### src/rtl/morse_keyer_if.sv
// Character input handshake and keyer status outputs for morse_keyer.
interface morse_keyer_if;
    logic       in_valid;
    logic [7:0] in_ascii;
    logic       in_ready;
    logic       key;
    logic       busy;
    logic       err;

    modport master (
        output in_valid, in_ascii,
        input  in_ready, key, busy, err
    );

    modport slave (
        input  in_valid, in_ascii,
        output in_ready, key, busy, err
    );
endinterface

### src/rtl/morse_keyer.sv
// ASCII-to-Morse keyer with a registered 24-bit symbol code and UNIT_CYCLES timing.
// Define MORSE_KEYER_FIFO_EN for a 4-entry input FIFO ahead of the translator.

module ascii2morse_lut (
    input  logic [7:0]  ascii_i,
    output logic [23:0] code_o
);
    logic [7:0] up_ascii;

    // Packs len symbols MSB first; pat bit 1 = dash, left-aligned in 5 bits.
    function automatic logic [23:0] pack(input logic [2:0] len, input logic [4:0] pat);
        logic [23:0] c;
        c = '0;
        for (int i = 0; i < 5; i++) begin
            if (i < int'(len)) c[23-3*i -: 3] = {(i == int'(len) - 1), 1'b1, pat[4-i]};
        end
        return c;
    endfunction

    always_comb begin
        up_ascii = ascii_i;
        if (ascii_i >= 8'h61 && ascii_i <= 8'h7a) up_ascii = ascii_i - 8'h20;
    end

    always_comb begin
        case (up_ascii)
            8'h20: code_o = 24'h800000;
            "A":   code_o = pack(3'd2, 5'b01000);
            "B":   code_o = pack(3'd4, 5'b10000);
            "C":   code_o = pack(3'd4, 5'b10100);
            "D":   code_o = pack(3'd3, 5'b10000);
            "E":   code_o = pack(3'd1, 5'b00000);
            "F":   code_o = pack(3'd4, 5'b00100);
            "G":   code_o = pack(3'd3, 5'b11000);
            "H":   code_o = pack(3'd4, 5'b00000);
            "I":   code_o = pack(3'd2, 5'b00000);
            "J":   code_o = pack(3'd4, 5'b01110);
            "K":   code_o = pack(3'd3, 5'b10100);
            "L":   code_o = pack(3'd4, 5'b01000);
            "M":   code_o = pack(3'd2, 5'b11000);
            "N":   code_o = pack(3'd2, 5'b10000);
            "O":   code_o = pack(3'd3, 5'b11100);
            "P":   code_o = pack(3'd4, 5'b01100);
            "Q":   code_o = pack(3'd4, 5'b11010);
            "R":   code_o = pack(3'd3, 5'b01000);
            "S":   code_o = pack(3'd3, 5'b00000);
            "T":   code_o = pack(3'd1, 5'b10000);
            "U":   code_o = pack(3'd3, 5'b00100);
            "V":   code_o = pack(3'd4, 5'b00010);
            "W":   code_o = pack(3'd3, 5'b01100);
            "X":   code_o = pack(3'd4, 5'b10010);
            "Y":   code_o = pack(3'd4, 5'b10110);
            "Z":   code_o = pack(3'd4, 5'b11000);
            "0":   code_o = pack(3'd5, 5'b11111);
            "1":   code_o = pack(3'd5, 5'b01111);
            "2":   code_o = pack(3'd5, 5'b00111);
            "3":   code_o = pack(3'd5, 5'b00011);
            "4":   code_o = pack(3'd5, 5'b00001);
            "5":   code_o = pack(3'd5, 5'b00000);
            "6":   code_o = pack(3'd5, 5'b10000);
            "7":   code_o = pack(3'd5, 5'b11000);
            "8":   code_o = pack(3'd5, 5'b11100);
            "9":   code_o = pack(3'd5, 5'b11110);
            // Unsupported characters key as eight dots and raise err.
            default: code_o = 24'h492496;
        endcase
    end
endmodule

module morse_keyer #(
    parameter int unsigned UNIT_CYCLES = 1000
) (
    input logic          clk,
    input logic          rst,
    morse_keyer_if.slave bus
);
    typedef enum logic [2:0] {StIdle, StMark, StGap, StCgap, StWgap} state_e;

    localparam logic [15:0] UnitLast = 16'(UNIT_CYCLES - 1);
    localparam logic [23:0] BadCode  = 24'h492496;

    state_e      state_q, state_d;
    logic [23:0] code_q, code_d;
    logic [15:0] cyc_q, cyc_d;
    logic [1:0]  units_q, units_d;
    logic        key_q, key_d;
    logic        err_q, err_d;

    logic        load;
    logic        queued;
    logic        ready;
    logic [7:0]  lut_ascii;
    logic [23:0] lut_code;
    logic        unit_end;
    logic [2:0]  sym;

    ascii2morse_lut u_lut (
        .ascii_i (lut_ascii),
        .code_o  (lut_code)
    );

`ifdef MORSE_KEYER_FIFO_EN
    logic [7:0] fifo_q [4];
    logic [7:0] fifo_d [4];
    logic [1:0] wr_ptr_q, wr_ptr_d;
    logic [1:0] rd_ptr_q, rd_ptr_d;
    logic [2:0] cnt_q, cnt_d;
    logic       push;

    assign ready     = !rst && (cnt_q != 3'd4);
    assign push      = bus.in_valid && ready;
    assign load      = (state_q == StIdle) && (cnt_q != 3'd0);
    assign queued    = (cnt_q != 3'd0);
    assign lut_ascii = fifo_q[rd_ptr_q];

    always_comb begin
        fifo_d = fifo_q;
        if (push) fifo_d[wr_ptr_q] = bus.in_ascii;
        wr_ptr_d = wr_ptr_q + 2'(push);
        rd_ptr_d = rd_ptr_q + 2'(load);
        cnt_d    = cnt_q + 3'(push) - 3'(load);
    end

    always_ff @(posedge clk or posedge rst) begin
        if (rst) begin
            for (int i = 0; i < 4; i++) fifo_q[i] <= '0;
            wr_ptr_q <= '0;
            rd_ptr_q <= '0;
            cnt_q    <= '0;
        end else begin
            fifo_q   <= fifo_d;
            wr_ptr_q <= wr_ptr_d;
            rd_ptr_q <= rd_ptr_d;
            cnt_q    <= cnt_d;
        end
    end
`else
    assign ready     = !rst && (state_q == StIdle);
    assign load      = bus.in_valid && ready;
    assign queued    = 1'b0;
    assign lut_ascii = bus.in_ascii;
`endif

    assign sym      = code_q[23:21];
    assign unit_end = (cyc_q == UnitLast);

    always_comb begin
        state_d = state_q;
        code_d  = code_q;
        err_d   = 1'b0;
        cyc_d   = cyc_q + 16'd1;
        units_d = units_q;
        if (unit_end) begin
            cyc_d   = '0;
            units_d = units_q + 2'd1;
        end

        unique case (state_q)
            StIdle: begin
                if (load) begin
                    code_d  = lut_code;
                    err_d   = (lut_code == BadCode);
                    state_d = (lut_code[23:21] == 3'b100) ? StWgap : StMark;
                end
            end
            // Dash holds for units 0..2, dot for unit 0 only.
            StMark: begin
                if (unit_end && units_q == (sym[0] ? 2'd2 : 2'd0)) begin
                    state_d = sym[2] ? StCgap : StGap;
                end
            end
            StGap: begin
                if (unit_end) begin
                    code_d  = {code_q[20:0], 3'b000};
                    state_d = StMark;
                end
            end
            StCgap:  if (unit_end && units_q == 2'd2) state_d = StIdle;
            StWgap:  if (unit_end && units_q == 2'd3) state_d = StIdle;
            default: state_d = StIdle;
        endcase

        if (state_d != state_q || state_q == StIdle) begin
            cyc_d   = '0;
            units_d = '0;
        end
        key_d = (state_d == StMark);
    end

    always_ff @(posedge clk or posedge rst) begin
        if (rst) begin
            state_q <= StIdle;
            code_q  <= '0;
            cyc_q   <= '0;
            units_q <= '0;
            key_q   <= 1'b0;
            err_q   <= 1'b0;
        end else begin
            state_q <= state_d;
            code_q  <= code_d;
            cyc_q   <= cyc_d;
            units_q <= units_d;
            key_q   <= key_d;
            err_q   <= err_d;
        end
    end

    assign bus.in_ready = ready;
    assign bus.key      = key_q;
    assign bus.err      = err_q;
    assign bus.busy     = (state_q != StIdle) || queued;
endmodule

### src/flat_wrapper.sv
// flat-port wrapper written by rule: the top's interface ports become plain ports
module morse_keyer_flat 
#(
    parameter int unsigned UNIT_CYCLES = 1000
)
  (clk, rst, bus_in_valid, bus_in_ascii, bus_in_ready, bus_key, bus_busy, bus_err);
  morse_keyer_if bus_i ();
  input logic clk;
  input logic rst;
  input wire logic [$bits(bus_i.in_valid)-1:0] bus_in_valid;
  input wire logic [$bits(bus_i.in_ascii)-1:0] bus_in_ascii;
  output wire logic [$bits(bus_i.in_ready)-1:0] bus_in_ready;
  output wire logic [$bits(bus_i.key)-1:0] bus_key;
  output wire logic [$bits(bus_i.busy)-1:0] bus_busy;
  output wire logic [$bits(bus_i.err)-1:0] bus_err;
  assign bus_i.in_valid = bus_in_valid;
  assign bus_i.in_ascii = bus_in_ascii;
  assign bus_in_ready = bus_i.in_ready;
  assign bus_key = bus_i.key;
  assign bus_busy = bus_i.busy;
  assign bus_err = bus_i.err;
  morse_keyer #(.UNIT_CYCLES(UNIT_CYCLES)) u_core (.clk(clk), .rst(rst), .bus(bus_i));
endmodule
### config.mk
export PLATFORM = sky130hd
export DESIGN_NAME = morse_keyer_flat
export DESIGN_NICKNAME = d
export VERILOG_FILES = /design/src/rtl/morse_keyer_if.sv /design/src/rtl/morse_keyer.sv /design/src/flat_wrapper.sv
export SDC_FILE = /design/constraint.sdc
export NUM_CORES = 1
export LEC_CHECK = 0
export CORE_ASPECT_RATIO = 1.25
export CORE_UTILIZATION = 55
export DETAILED_ROUTE_END_ITERATION = 10
export HOLD_SLACK_MARGIN = 0.15
export PLACE_DENSITY = 0.82
export SLEW_MARGIN = 20
export SYNTH_ARGS = -nofsm -noshare
export SYNTH_HDL_FRONTEND = slang
export SYNTH_HIERARCHICAL = 1
export SYNTH_SLANG_ARGS = --single-unit
### constraint.sdc
create_clock -name clk -period 1.99 [get_ports clk]
set_clock_uncertainty 0.2 [all_clocks]
set_input_delay 0.2985 -clock clk [delete_from_list [all_inputs] [get_ports clk]]
set_output_delay 0.2985 -clock clk [all_outputs]
set_load 0.01 [all_outputs]
Word level (Yosys, flattened, before mapping)
Memory sizes are Yosys's and may differ from the RTL's. Cells that the tools add are included.

Register bits: 47. ROM bits: 2432. Bits of input ports: 11. Output and inout bits: 4. Logic and storage cells: 59. Memories kept: 1.

Add/sub/neg operators: 3. Order comparisons: 2. Equality and inequality tests: 14. Multiplexer cells: 20. Reductions and logical operators: 13.

Memories: (no name shown) (depth 128, width 19, rd ports 1, clocked after memory_dff 0, write ports 0, line morse_keyer.sv:26) `case (up_ascii)`.

Operator list (count): $mux 24 (3); $pmux 24 s2 (1); $mux 16 (2); $eq 24x23->1 const B (1); $mux 3 (6); $add 16x1->16 const B (1); $eq 16x10->1 const B (1); $pmux 3 s5 (1); $ge 8x7->1 const B (1); $le 8x7->1 const B (1); $mux 8 (1); $sub 8x6->8 const B (1); $eq 3x1->1 const B (2); $eq 3x2->1 const B (2); $eq 3x3->1 const B (2); $logic_and 1x1->1 (6); $mux 2 (3); $eq 2x2->1 const B (2); $ne 2x1->1 const B (2); $reduce_bool 2->1 (2); $logic_not 3->1 (1); $mux 1 (3); $ne 3x3->1 (1); $reduce_and 3->1 (1); other kinds (5) (5).

Logic depth before layout (Yosys ltp)
An unclocked memory read counts as a cell.

Word-level depth: 12. Gate-level depth with buffers: 13. Mapped depth without buffers: 12.

Hierarchy
Netlist, hierarchy kept.

By module, submodules not included: morse_keyer (times used 1, cells each 196, area each 1989.4 um2); ascii2morse_lut (times used 1, cells each 133, area each 885.8 um2).

Worst setup path after synthesis
OpenSTA, ideal clock, no wires.

Path kind: input port to flip-flop. From: input bus_in_ascii[1]. To: register u_core.key_q (netlist: u_core/bus.key). Library setup time: 0.119 ns. Data arrival time: 2.891 ns. Data required time: 1.671 ns. Slack: -1.220 ns. Stages on the path: 13. Buffers on the path: 1. Cell sequence: clkbuf_1 -> inv_1 -> ha_1 -> or4b_4 -> nand2b_4 -> and2_4 -> a32oi_1 -> o2bb2ai_1 -> nor2_1 -> nand2_1 -> a22o_2 -> or3_4 -> nor3b_2.

Longest elaborated chain between the ends: 10.

RTL lines: from (decl) (line flat_wrapper.sv:11) `input wire logic [$bits(bus_i.in_ascii)-1:0] bus_in_ascii;`; $ge 8x7->1 / $le 8x7->1 (equally long branches) (line morse_keyer.sv:22) `if (ascii_i >= 8'h61 && ascii_i <= 8'h7a) up_ascii = ascii_i - 8'h20;`; $logic_and 1x1->1 (line morse_keyer.sv:22); $mux 8 (*) (line morse_keyer.sv:22); $mem_v2 128x19; $mux 24 (*) (line morse_keyer.sv:26); named net u_core.lut_code[21] (line morse_keyer.sv:93) `logic [23:0] lut_code;`; $eq 3x3->1 (*) (line morse_keyer.sv:163) `state_d = (lut_code[23:21] == 3'b100) ? StWgap : StMark;`; $mux 3 (*) (line morse_keyer.sv:163); $mux 3 (*) (line morse_keyer.sv:160) `if (load) begin`; $pmux 3 s5 (*) (line morse_keyer.sv:158) `unique case (state_q)`; named net u_core.state_d[0] (line morse_keyer.sv:82) `state_e state_q, state_d;`; $eq 3x1->1 (*) (line morse_keyer.sv:187) `key_d = (state_d == StMark);`; named net u_core.key_d (line morse_keyer.sv:86) `logic key_q, key_d;`; to (signal assigned) (line morse_keyer.sv:203) `key_q <= key_d;`; to (decl) (line morse_keyer.sv:86).

Mark *: on every way through the listed nets, which the timed path passes. The rest lies on a longest branch. A chain may end at the register's enable or synchronous reset.

Worst setup path in the final report
Ends and elaborated chain as after synthesis.

==> summary.md <==
| Metric | Value |
|---|---|
| Combinational fraction of design power | `0.345` |
| Routing usage on met1 | `0.337` |
| Peak supply drop | `0.313 mV` |
| Synth Cell Area | `0.00288 mm²` |
| Flop2flop setup slack | `-0.12 ns` |
| DRC viols | `0` |
| GR Overflow Total | `0` |
| Synth-to-Final Area Change | `36.2%` |
| Power density cells | `650 mW/mm²` |
| Synth top area cells | `dfrtp_1 (34%), nor2_1 (6.4%), mux2i_1 (5.6%)` |
| Largest net degree at the start of global routing | `40` |
| Utilization after layout | `0.776` |
| Die height | `82.8 µm` |
| Most frequent cell after synthesis | `nor2_1` |
| Total core area | `0.00504 mm²` |
| GP Congestion | `0.914` |
| Post-synth EDFFs | `0` |
| Rows | `29` |
| Post-synth top cells | `nor2_1 (49), dfrtp_1 (39), a21oi_1 (29), nand2_1 (22), mux2i_1 (16)` |
| H-tree level count | `2` |
| ANT cells | `0` |
| Final period utilization | `1.36` |
| Drt wl/cell | `16.3 µm` |
| Initial antenna violation count | `0` |
| CP startpoint kind | `input pin` |
| Worst Path Required | `1.98 ns` |
| Psw | `859 µW` |
| Post-route ant nets | `0` |
| Hold Vio Cnt, Final | `0` |
| Syn_area_per_cell | `8.74 µm²` |
| Crit-path max FO | `4` |
| I/O pin count | `15` |
| RSZ-0062 raised after global routing | `true` |
| Crit path capture type | `flip-flop` |
| Setup crit end | `u_core/bus.key` |
| Vias | `between 2000 and 3000` |
| WL final | `just under 8000 µm` |
| First-pass GRT wire length | `12800 µm` |
| CTS clk-pin slew, worst paths | `0.08 ns` |
| Sw Share | `0.338` |
| Die span in x | `66.7 µm` |
| Slack of the critical path | `-0.711 ns` |
| Num Clock Sinks | `39` |
| CTS Buf Count | `5` |
| Synth unique cells | `69` |
| First DRT Iteration DRCs | `210` |
| Post-synthesis sequential area ratio | `0.339` |
| Yosys Warn Count | `6` |
| Crit path DAT | `2.69 ns` |
| Max Transition Viols Final | `0` |
| Cells after Synth | `329` |
| # placed instances | `about 460` |
| TritonCTS clock tree | `built` |
| Port Buffers | `14` |
| Worst reg2reg path startpoint | `u_core/cyc_q[10]` |
| Met2 usage | `0.520` |
| Status | `complete, but fails checks` |
| Final HPWL DP | `5410 µm` |
| Flop pwr share | `0.453` |
| Drt pass-1 iters | `6` |
| Failing checks | `setup timing` |
| Initial Utilization | `0.570` |
| Post-Layout Cell Count | `about 470` |
| Worst Hold Class | `reg2reg` |
| Top cell type's share of synthesized area | `0.339` |
| MaxCap Viol Count | `0` |
| Ys async rst share | `1.00` |
| Setup violators final | `20` |
| CP Class | `in2reg` |
| Worst setup path startpoint | `bus_in_ascii[1]` |
| Main synth FF type | `dfrtp_1` |
| Post-CTS Hold Buffers | `0` |
| Fin nets | `430` |
| DIE AREA | `0.00552 mm²` |
| WHS | `between 0.3 and 0.4 ns` |
| Fin crit period | `2.70 ns` |
| Vias in the first global route | `2902` |
| Leading area contributor after synthesis | `dfrtp_1` |
| Reg-to-Reg End | `u_core/code_q[5]` |
| Root buf cell | `clkbuf_8` |
| Layout cell share with drive strength beyond 1 | `0.336` |
| Clock share of power | `0.202` |
| Skew-Pair Late Insertion Delay | `0.29 ns` |
| Worst reg-to-reg path cell count | `7` |
| GRT busiest layer | `met2` |
| Peak Freq | `370 MHz` |
| Tot GR Track Use | `0.298` |
| Int Pwr | `1.68 mW` |
| Met3 usage | `0.0357` |
| Yosys reg bits | `39` |
| Clock Tree Buf Depth | `2` |
| DR vias/cell | `between 5 and 6` |
| LEAKAGE | `approximately 1.7 nW` |
[area by class of cell]
cell class	instances	area (µm²)
sequential	39	976
tap	62	77.6
inverter	15	66.3
clock inverter	1	5.00
timing repair buffer	95	787
fill	322	1130
clock buffer	7	76.3
multi-input combinational	254	1930
[cell usage in the layout (no fill, tap or decap), types with 6 or more instances in the layout]
master | synthesis | routed
a21oi_1 | 29 | 29
xor2_1 | 11 | 11
ha_1 | 9 | 7
nor2_1 | 49 | 44
inv_1 | 15 | 13
buf_4 | 9 | 73
buf_6 | 1 | 8
o21ai_0 | 15 | 12
dfrtp_1 | 39 | 39
mux2i_1 | 16 | 15
nand4_1 | 6 | 6
nand2_1 | 22 | 21
[layer usage]
metal | share of wire | vias to the layer above
met2 | 0.55 | 82
met3 | 0.032 | 32
met1 | 0.38 | 1345
li1 | - | 1324
met5 | 0 | -
met4 | 0.044 | 0
[through the flow]
stage / setup slack, ns / total power, mW / TNS [ns] / area (µm²)
final: -0.711 / 2.54 / -6.17 / 3920
after global routing: -0.756 / 2.72 / -7.47 / 3920
after CTS: -0.663 / 2.53 / -5.61 / 3880
after detailed placement: -1.41 / 1.96 / -15.54 / 3580
after global placement: -1.36 / 1.91 / -14.75 / 3580
after floorplan: -0.891 / 1.65 / -6.61 / 2970
[how the worst min path moves through the flow]
| stage | to | depth (start not counted) | slack [ns] | startpoint |
|---|---|---|---|---|
| global route | u_core/cyc_q[0] | 2 | 0.35 | u_core/cyc_q[0] |
| CTS | u_core/code_q[17] | 2 | 0.33 | u_core/code_q[17] |
| floorplan | u_core/cyc_q[0] | 1 | 0.23 | u_core/cyc_q[0] |
| detailed placement | u_core/code_q[17] | 2 | 0.32 | u_core/code_q[17] |
| finish | u_core/cyc_q[0] | 2 | 0.33 | u_core/cyc_q[0] |
| global placement | u_core/code_q[20] | 2 | 0.31 | u_core/code_q[20] |
[power groups by stage]
| stage | Clock, mW | Sequential [mW] | Combinational, mW |
|---|---|---|---|
| 6_report | 0.513 | 1.15 | 0.879 |
| 5_1_grt | 0.564 | 1.17 | 0.981 |
| 3_5_place_dp | 0 | 1.16 | 0.802 |
| 4_1_cts | 0.521 | 1.15 | 0.857 |
| 2_1_floorplan | 0 | 1.13 | 0.517 |
| 3_3_place_gp | 0 | 1.14 | 0.765 |
[flip-flops by register name (all words and copies together) (netlist names)]
signal,cells
u_core/bus.err,1
u_core/bus.key,1
u_core/code_q,16
u_core/cyc_q,16
u_core/state_q,3
u_core/units_q,2
[critical path, stage by stage]
cell and delay (ns):
buf_8 0.11, inv_8 0.04, ha_4 0.13, or4b_4 0.46, nand2b_4 0.16, and2_4 0.18, a32oi_4 0.26, o2bb2ai_2 0.12
nor2_2 0.13, nand2_1 0.07, a22o_2 0.22, or3_4 0.35, nor3b_2 0.16
[cells by family (layout without fill, tap and decap cells)]
kind of cell	count (synthesis)	in the layout	share of synthesized area
mux	18	18	0.0714
xor+xnor	16	16	0.0487
fa+ha+maj	9	9	0.0392
compound gates	77	77	0.190
other cells	1	5	0.00130
simple gates	129	129	0.241
flops	39	39	0.339
buf+inv	40	118	0.0692
[what timing repair did]
item,4_1_cts,5_1_grt
gates resized for setup,48,15
setup buffers,12,4
setup endpoints to repair,22,29
pin swaps,26,16
No activity file was read; power rests on OpenSTA's default activity.
